File: src/rtl/rv32i_pkg.sv
// Shared RV32I definitions: funct3 codes, LSU state encoding, writeback select codes.
package rv32i_pkg;

    // Load funct3 codes
    localparam logic [2:0] F3_LB  = 3'b000;
    localparam logic [2:0] F3_LH  = 3'b001;
    localparam logic [2:0] F3_LW  = 3'b010;
    localparam logic [2:0] F3_LBU = 3'b100;
    localparam logic [2:0] F3_LHU = 3'b101;

    // Store funct3 codes
    localparam logic [2:0] F3_SB  = 3'b000;
    localparam logic [2:0] F3_SH  = 3'b001;
    localparam logic [2:0] F3_SW  = 3'b010;

    // Writeback mux select codes
    localparam logic [1:0] WB_SEL_ALU = 2'b00;
    localparam logic [1:0] WB_SEL_MEM = 2'b01;
    localparam logic [1:0] WB_SEL_PC4 = 2'b10;

    typedef enum logic [1:0] {
        LsuIdle = 2'b00,
        LsuReq  = 2'b01,
        LsuWait = 2'b10,
        LsuResp = 2'b11
    } lsu_state_e;

    // True when funct3 is valid for the operation and the address is naturally aligned.
    function automatic logic lsu_access_legal(input logic       is_store,
                                              input logic [2:0] funct3,
                                              input logic [1:0] addr_lo);
        logic legal;
        case (funct3)
            F3_LB:   legal = 1'b1;                    // also SB
            F3_LH:   legal = ~addr_lo[0];             // also SH
            F3_LW:   legal = (addr_lo == 2'b00);      // also SW
            F3_LBU:  legal = ~is_store;
            F3_LHU:  legal = ~is_store & ~addr_lo[0];
            default: legal = 1'b0;
        endcase
        return legal;
    endfunction

endpackage

File: src/rtl/load_align.sv
// Load alignment: selects the addressed byte/half lane of the read word and extends it.
module load_align
    import rv32i_pkg::*;
(
    input  logic [31:0] rdata_i,
    input  logic [1:0]  lane_i,
    input  logic [2:0]  funct3_i,
    output logic [31:0] data_o
);

    logic [7:0]  byte_sel;
    logic [15:0] half_sel;

    // Lane select then sign/zero extension by funct3.
    always_comb begin
        byte_sel = rdata_i[8*lane_i +: 8];
        half_sel = lane_i[1] ? rdata_i[31:16] : rdata_i[15:0];
        case (funct3_i)
            F3_LB:   data_o = {{24{byte_sel[7]}}, byte_sel};
            F3_LH:   data_o = {{16{half_sel[15]}}, half_sel};
            F3_LW:   data_o = rdata_i;
            F3_LBU:  data_o = {24'd0, byte_sel};
            F3_LHU:  data_o = {16'd0, half_sel};
            default: data_o = 32'd0;
        endcase
    end

endmodule

File: src/rtl/load_store_unit.sv
// RV32I data-memory access stage: one load or store per start over a req/gnt/rvalid bus.
// Optional bus timeout is enabled by defining LSU_TIMEOUT_EN.
module load_store_unit
    import rv32i_pkg::*;
#(
    parameter int unsigned TIMEOUT_CYCLES = 255
) (
    input  logic        clk,
    input  logic        rst_n,
    input  logic        start,
    input  logic        is_store,
    input  logic [2:0]  funct3,
    input  logic [31:0] addr,
    input  logic [31:0] wdata,
    output logic        busy,
    output logic        done,
    output logic        err,
    output logic [31:0] load_data,
    output logic        mem_req,
    output logic        mem_we,
    output logic [31:0] mem_addr,
    output logic [3:0]  mem_be,
    output logic [31:0] mem_wdata,
    input  logic        mem_gnt,
    input  logic        mem_rvalid,
    input  logic [31:0] mem_rdata
);

    lsu_state_e  state_q, state_d;
    logic        is_store_q, is_store_d;
    logic [2:0]  funct3_q, funct3_d;
    logic [31:0] addr_q, addr_d;
    logic [31:0] wdata_q, wdata_d;
    logic        err_q, err_d;
    logic [31:0] load_data_q, load_data_d;
    logic [31:0] aligned;
    logic [3:0]  be;
    logic [31:0] wdata_rep;
    logic        in_req;

`ifdef LSU_TIMEOUT_EN
    localparam int unsigned CntW = ($clog2(TIMEOUT_CYCLES + 1) > 8) ?
                                   $clog2(TIMEOUT_CYCLES + 1) : 8;
    logic [CntW-1:0] cnt_q, cnt_d, cnt_inc;
`else
    logic unused_timeout;
    assign unused_timeout = ^TIMEOUT_CYCLES;
`endif

    load_align u_load_align (
        .rdata_i  (mem_rdata),
        .lane_i   (addr_q[1:0]),
        .funct3_i (funct3_q),
        .data_o   (aligned)
    );

    // Store byte enables and lane-replicated data from the captured request.
    always_comb begin
        case (funct3_q[1:0])
            2'b00: begin
                be        = 4'b0001 << addr_q[1:0];
                wdata_rep = {4{wdata_q[7:0]}};
            end
            2'b01: begin
                be        = addr_q[1] ? 4'b1100 : 4'b0011;
                wdata_rep = {2{wdata_q[15:0]}};
            end
            default: begin
                be        = 4'b1111;
                wdata_rep = wdata_q;
            end
        endcase
    end

    // Next-state, capture and result logic.
    always_comb begin
        state_d     = state_q;
        is_store_d  = is_store_q;
        funct3_d    = funct3_q;
        addr_d      = addr_q;
        wdata_d     = wdata_q;
        err_d       = err_q;
        load_data_d = load_data_q;
`ifdef LSU_TIMEOUT_EN
        cnt_inc     = cnt_q + CntW'(1);
        cnt_d       = cnt_q;
`endif
        case (state_q)
            LsuIdle: begin
                if (start) begin
                    is_store_d = is_store;
                    funct3_d   = funct3;
                    addr_d     = addr;
                    wdata_d    = wdata;
                    if (lsu_access_legal(is_store, funct3, addr[1:0])) begin
                        state_d = LsuReq;
                        err_d   = 1'b0;
`ifdef LSU_TIMEOUT_EN
                        cnt_d   = '0;
`endif
                    end else begin
                        state_d     = LsuResp;
                        err_d       = 1'b1;
                        load_data_d = 32'd0;
                    end
                end
            end
            LsuReq: begin
`ifdef LSU_TIMEOUT_EN
                cnt_d = cnt_inc;
`endif
                if (mem_gnt) begin
                    state_d = LsuWait;
`ifdef LSU_TIMEOUT_EN
                end else if (cnt_inc == CntW'(TIMEOUT_CYCLES)) begin
                    state_d     = LsuResp;
                    err_d       = 1'b1;
                    load_data_d = 32'd0;
`endif
                end
            end
            LsuWait: begin
`ifdef LSU_TIMEOUT_EN
                cnt_d = cnt_inc;
`endif
                if (mem_rvalid) begin
                    state_d     = LsuResp;
                    err_d       = 1'b0;
                    load_data_d = is_store_q ? 32'd0 : aligned;
`ifdef LSU_TIMEOUT_EN
                end else if (cnt_inc == CntW'(TIMEOUT_CYCLES)) begin
                    state_d     = LsuResp;
                    err_d       = 1'b1;
                    load_data_d = 32'd0;
`endif
                end
            end
            default: state_d = LsuIdle;
        endcase
    end

    // State and capture registers; reset abandons any in-flight access.
    always_ff @(posedge clk or negedge rst_n) begin
        if (!rst_n) begin
            state_q     <= LsuIdle;
            is_store_q  <= 1'b0;
            funct3_q    <= 3'd0;
            addr_q      <= 32'd0;
            wdata_q     <= 32'd0;
            err_q       <= 1'b0;
            load_data_q <= 32'd0;
`ifdef LSU_TIMEOUT_EN
            cnt_q       <= '0;
`endif
        end else begin
            state_q     <= state_d;
            is_store_q  <= is_store_d;
            funct3_q    <= funct3_d;
            addr_q      <= addr_d;
            wdata_q     <= wdata_d;
            err_q       <= err_d;
            load_data_q <= load_data_d;
`ifdef LSU_TIMEOUT_EN
            cnt_q       <= cnt_d;
`endif
        end
    end

    // Outputs decoded from state; bus fields are zero outside REQ.
    always_comb begin
        in_req    = (state_q == LsuReq);
        busy      = (state_q != LsuIdle);
        done      = (state_q == LsuResp);
        err       = done & err_q;
        load_data = load_data_q;
        mem_req   = in_req;
        mem_we    = in_req & is_store_q;
        mem_addr  = in_req ? {addr_q[31:2], 2'b00} : 32'd0;
        mem_be    = in_req ? be : 4'd0;
        mem_wdata = (in_req & is_store_q) ? wdata_rep : 32'd0;
    end

endmodule

File: config.mk
export PLATFORM = sky130hd
export DESIGN_NAME = load_store_unit
export DESIGN_NICKNAME = d
export VERILOG_FILES = /design/src/rtl/rv32i_pkg.sv /design/src/rtl/load_align.sv /design/src/rtl/load_store_unit.sv
export SDC_FILE = /design/constraint.sdc
export NUM_CORES = 1
export LEC_CHECK = 0
export ABC_AREA = 1
export CORE_MARGIN = 10
export CORE_UTILIZATION = 30
export CTS_CLUSTER_SIZE = 25
export DETAILED_ROUTE_END_ITERATION = 10
export GPL_TIMING_DRIVEN = 0
export PLACE_DENSITY = 0.62
export SLEW_MARGIN = 20
export SYNTH_ARGS = -nofsm -noshare
export SYNTH_HDL_FRONTEND = slang
export SYNTH_SLANG_ARGS = --single-unit
File: constraint.sdc
create_clock -name clk -period 1.5 [get_ports clk]
set_input_delay 0.15 -clock clk [delete_from_list [all_inputs] [get_ports clk]]
set_output_delay 0.15 -clock clk [all_outputs]
set_load 0.03 [all_outputs]
==> results_dict.tcl, run 1 <==
set metrics [dict create \
    status "complete, but fails checks" \
    violations "setup timing" \
    yosysUniqueCellTypes 32 \
    nNetsFinal 1162 \
    leakage_nw 5.31 \
    power.total_mw 20.6 \
    clk_pin_slew_worst_paths_ns 0.07 \
    viasPerCell 4.69 \
    hpwlAfterDp_um 15900 \
    crit_fanout 7 \
    synthXorXnorAreaFrac 0 \
    end_kind "output port" \
    fillers 1678 \
    synth-seq-cells 103 \
    numClockSinks 103 \
    antenna_found_initial 4 \
    port_buffers 207 \
    area_growth_pct 85.7 \
    yosys.area_share.simple 0.362 \
    crit_required_ns 1.35 \
    drc 0 \
    setup_viol 172 \
    cellPowerDensity_nw_per_um2 2050 \
    grt_max_degree 70 \
    async_reset_ff_frac 1.00 \
    max_freq_mhz 484 \
    yosys.area.top_type "dfrtp_1" \
    hp-class "primary input to async pin" \
    grt_overflow 0 \
    root_buffer "clkbuf_16" \
    vias 6044 \
    pre_cts_ws_ns -0.985 \
    ir_drop_mv 0.789 \
    synth_flop_cell "dfrtp_1" \
    layout-drive-gt1-share 0.340 \
    htree_levels 3 \
    cp-start-kind "register" \
    synth-edff-count 0 \
    dieArea_um2 23800 \
    cts.path.max_buffers 2 \
    std_cell_rows 49 \
    yosys.area_share.adder 0.00925 \
    syn_inst 769 \
    grt_setup_unrepaired "yes" \
    ant_nets 0 \
    die_width_um 154 \
    synth.area.top_cells "dfrtp_1, nand2_1, inv_1, nand3_1, o21ai_0" \
    numCtsBuffers 9 \
    io_pins 210 \
    crit_type "register to output port" \
    die_y_um 154 \
    setup_ws_ns -0.567 \
    drv_cap 0 \
    arrival_ns 1.92 \
    gp_congestion 0.892 \
    initial_core_util 0.303 \
    fin_crit_sh 1.38 \
    synth_top_area_frac 0.476 \
    clock_latency_ns 0.35 \
    yosysWarningCount 0 \
    tritoncts "built" \
    wl_um 22500 \
    synthMuxAreaShare 0 \
    grt_util_all_layers 0.183 \
    finalMaxSlewViolations 0 \
    wire_per_inst_um 17.5 \
    skew_ns 0.00640 \
    dr.pass1.iters 5 \
    netlist_area_um2 5410 \
    grt_pass1_vias 6274 \
    yosysSeqAreaShare 0.476 \
    synth_area_per_cell_um2 7.04 \
    min_period_ns 2.07 \
    drt_iter0_markers 286 \
    synth_top_family_by_area "simple AND/OR/NAND/NOR gates" \
    grt_pass1_wl_um 34800 \
    finalHoldViolations 0 \
    synth_compound_area_frac 0.0643 \
    core_area_um2 17800 \
]
[critical path: stages, from the launching register on]
cell and delay, ns:
dfrtp_1 0.39, inv_2 0.09, ha_4 0.14, buf_12 0.11, nand2_8 0.07, clkinvlp_4 0.10
buf_12 0.14, o21ai_4 0.08, o21ai_4 0.09, o221a_4 0.22, buf_6 0.13
[path summary, 6_finish.rpt]
| path | startpoint | end | slack (ns) | depth (start not counted) |
|---|---|---|---|---|
| max | state_q[1]$_DFFE_PN0P_ | mem_wdata[26] | -0.57 | 10 |
| min | rst_n | load_data[23]$_DFFE_PN0P_ | 0.25 | 2 |
| max reg2reg | state_q[0]$_DFFE_PN0P_ | load_data[29]$_DFFE_PN0P_ | -0.41 | 14 |
| min reg2reg | load_data[28]$_DFFE_PN0P_ | load_data[28]$_DFFE_PN0P_ | 0.47 | 2 |
| max in group asynchronous | rst_n | funct3_q[0]$_DFFE_PN0P_ | 0.58 | 3 |
| min in group clk | addr[12] | addr_q[12]$_DFFE_PN0P_ | 0.32 | 3 |
[stage by stage]
stage / hold slack [ns] / std cells / TNS (ns) / util / cell area [um2]
global placement: 0.460 / 1206 / -491.23 / 0.449 / 8010
finish: 0.251 / 1288 / -57.08 / 0.563 / 10000
CTS: 0.253 / 1274 / -52.88 / 0.545 / 9720
global route: 0.279 / 1287 / -72.90 / 0.563 / 10000
floorplan: -0.146 / 770 / -6.93 / - / 5650
detailed placement: 0.0661 / 1207 / -89.68 / 0.450 / 8040
[per-layer routing]
metal  routed length (um)  vias up  GRT usage
met5                   18        -          0
met2                10500      236      0.291
met1                 9120     2851      0.221
met3                 2530       35     0.0813
li1                     -     2920          -
met4                  336        2     0.0490
[synth_stat cells, drive strengths merged (3+ instances only)]
library cell / count
inv: 65
o211ai: 4
nand2: 409
or2: 4
dfrtp: 103
ha: 4
buf: 27
a211oi: 3
a21oi: 3
nor3: 4
o22ai: 3
nand3: 37
o221a: 5
o21ai: 38
nor2: 43
clkbuf: 14
[cell families (layout without fill, tap and decap cells)]
family | count (synthesis) | in the layout
buffers and inverters | 106 | 394
other | 1 | 3
AO/OA/AOI/OAI | 57 | 57
AND/OR/NAND/NOR | 498 | 498
adder cells (fa/ha/maj) | 4 | 4
flip-flops | 103 | 103
[what timing repair did]
action	in CTS	in global routing
resized for setup	760	53
gates cloned	12	3
hold buffers	1	0
endpoints found under the hold margin	34	0
pin swaps	23	7
endpoints found under the setup margin	204	174
buffers inserted	39	14
[cells in the final DEF (no fill, tap or decap), types with 12 or more instances in the layout]
cell and count:
buf_4 30, buf_6 92, buf_8 20, clkbuf_16 17, clkdlybuf4s50_1 103, dfrtp_1 102
dlygate4sd2_1 33, inv_1 38, inv_2 20, nand2_1 337, nand2_2 59, nand3_1 35
nor2_1 19, nor2_4 15, o21ai_1 12
[report_power, final]
group | switching [mW] | leakage (nW) | total, mW | internal [mW]
Combinational | 7.39 | 3.83 | 13.1 | 5.67
Sequential | 0.961 | 1.32 | 4.99 | 4.03
Clock | 1.15 | 0.152 | 2.51 | 1.36
[state kept, by name (all words and copies together) (netlist names)]
register,flops
funct3_q,3
is_store_q,1
load_data,32
wdata_q,32
state_q,2
addr_q,32
err_q,1
[layout make-up]
cell class,instances,area (um2),share of cell area
sequential,103,2580,0.257
buffer,38,513,0.0510
clock inverter,5,63.8,0.00635
timing repair buffer,275,3020,0.300
antenna,1,2.50,0.000249
clock buffer,11,243,0.0242
tap,229,287,0.0285
multi-input combinational,561,3070,0.305
inverter,65,279,0.0278
Power figures use the tool's default switching activity.
==> run 2: changes to the inputs <==
--- a/config.mk
+++ b/config.mk
@@ -10,8 +10,9 @@
 export CORE_UTILIZATION = 30
 export CTS_CLUSTER_SIZE = 25
 export DETAILED_ROUTE_END_ITERATION = 10
+export DONT_BUFFER_PORTS = 1
 export GPL_TIMING_DRIVEN = 0
-export PLACE_DENSITY = 0.62
+export PLACE_DENSITY = 0.46
 export SLEW_MARGIN = 20
 export SYNTH_ARGS = -nofsm -noshare
 export SYNTH_HDL_FRONTEND = slang
==> results_dict.tcl, run 2 (same netlist as run 1, synthesis figures left out) <==
set metrics [dict create \
    numClockSinks 103 \
    end_kind "output port" \
    grt_use_met1 0.198 \
    grt_setup_unrepaired "yes" \
    drc 0 \
    min_period_ns 2.30 \
    relSlewSlack 0.529 \
    grt_util_all_layers 0.175 \
    met2_usage 0.286 \
    layout-drive-gt1-share 0.244 \
    gp_congestion 0.819 \
    std_cell_rows 49 \
    status "complete, but fails checks" \
    r2r_cells 12 \
    ir_drop_mv 0.828 \
    tritoncts "built" \
    dieArea_um2 23800 \
    max_slew.worst_pin.slew_ns 0.707 \
    initial_core_util 0.303 \
    skew_ns 0.00700 \
    clock_latency_ns 0.36 \
    numCtsBuffers 9 \
    wire_per_inst_um 19.0 \
    internal_power_mw 8.50 \
    cts.path.max_buffers 2 \
    area_growth_pct 44.3 \
    slowest_delay_ns 0.37 \
    grt_overflow 0 \
    root_buffer "clkbuf_16" \
    max_freq_mhz 436 \
    io_pins 210 \
    htree_levels 3 \
    core_area_um2 17800 \
    wl_um 21300 \
    setup_viol 147 \
    cp_common_cell "inv_2" \
    dp_cells 999 \
    vias 5362 \
    busiest_layer "met2" \
    grt_max_degree 104 \
    nNetsFinal 991 \
    crit_required_ns 1.35 \
    combinationalPowerShare 0.530 \
    utilization 0.438 \
    setup_ws_ns -0.795 \
    fin_crit_sh 1.53 \
    cellPowerDensity_nw_per_um2 2210 \
    finalMaxSlewViolations 0 \
    leakage_nw 4.00 \
    crit_type "register to output port" \
    arrival_ns 2.15 \
    cp-start-kind "register" \
    ant_nets 0 \
    crit_chain "inv_2 > ha_4 > buf_12 > nand2_8 > clkinvlp_4 > o21ai_4 > o21ai_2 > o21ai_1 > inv_2" \
    drv_cap 0 \
    p_clk_frac 0.139 \
    grt_pass1_vias 5625 \
    die_width_um 154 \
    dr.pass1.iters 5 \
    port_buffers 0 \
    fin_tns_setup_ns -48.59 \
    sequentialPowerShare 0.331 \
    p_switching_mw 8.72 \
    clk_pin_slew_worst_paths_ns 0.08 \
    antenna_found_initial 0 \
    instances_no_fill 1117 \
    swShare 0.506 \
    gr-usage-met3 0.0796 \
    crit_fanout 8 \
    hold_buffers 69 \
    viasPerCell 4.80 \
    violations "hold timing, setup timing" \
    drt_iter0_markers 308 \
    cp_slowest_cell "dfrtp_1" \
    final_cell_mix "nand2_1, dfrtp_1, dlygate4sd3_1" \
    finalHoldViolations 103 \
    grt_pass1_wl_um 32900 \
    hpwlAfterDp_um 15500 \
    hp-class "primary input to async pin" \
    die_y_um 154 \
    layout_commonest_cell "nand2_1" \
    whs_ns -0.521 \
]
run 2: worst max-delay path, delay by kind of cell, from the launching register on:
kind,cells,cell delay (ns)
AND/OR/NAND/NOR,1,0.07
flip-flops,1,0.37
adder cells (fa/ha/maj),1,0.20
AO/OA/AOI/OAI,3,0.44
buffers and inverters,4,0.70
run 2: metrics by stage:
| step | instance area, um2 | hold WS (ns) | setup slack (ns) | total power, mW |
|---|---|---|---|---|
| floorplan | 5650 | -0.146 | -0.233 | 10.8 |
| global placement | 5940 | -0.142 | -0.584 | 12.5 |
| detailed placement | 5940 | -0.142 | -0.626 | 12.6 |
| CTS | 7590 | -0.531 | -0.819 | 16.8 |
| global route | 7810 | -0.546 | -0.887 | 18.5 |
| finish | 7810 | -0.521 | -0.795 | 17.2 |
run 2: power by group through the flow:
| stage | clock network (mW) | registers (mW) | logic, mW |
|---|---|---|---|
| finish | 2.39 | 5.70 | 9.14 |
| global route | 2.56 | 5.87 | 10.0 |
| CTS | 2.44 | 5.69 | 8.65 |
| detailed placement | 0 | 5.71 | 6.93 |
| global placement | 0 | 5.67 | 6.82 |
| floorplan | 0 | 5.39 | 5.43 |
run 2: path summary, 6_finish.rpt:
check,startpoint,endpoint,slack (ns)
worst max-delay path,state_q[1]$_DFFE_PN0P_,mem_wdata[14],-0.80
worst min-delay path,rst_n,load_data[30]$_DFFE_PN0P_,-0.52
worst max register to register,state_q[0]$_DFFE_PN0P_,load_data[13]$_DFFE_PN0P_,-0.34
worst min register to register,addr_q[8]$_DFFE_PN0P_,addr_q[8]$_DFFE_PN0P_,0.49
max in group asynchronous,rst_n,wdata_q[12]$_DFFE_PN0P_,1.89
min in group clk,mem_rdata[5],load_data[5]$_DFFE_PN0P_,0.01
run 2: final cells by class:
cell class	instances	area, um2
inverter	65	295
fill	1766	10000
timing repair buffer	102	1050
multi-input combinational	561	2880
clock buffer	9	225
antenna	1	2.50
buffer	40	424
sequential	103	2580
tap	229	287
clock inverter	7	63.8
run 2: layer usage:
metal | part of all wire | up-vias
met1 | 0.38 | 2541
met3 | 0.11 | 30
met2 | 0.48 | 211
met5 | 0 | -
met4 | 0.024 | 0
li1 | - | 2580
run 2: timing repair:
action | CTS | global route
endpoints found under the hold margin | 172 | 103
gates cloned | 3 | 1
pin swaps | 12 | 15
setup endpoints to repair | 171 | 172
gates resized for setup | 149 | 50
setup buffers | 24 | 6
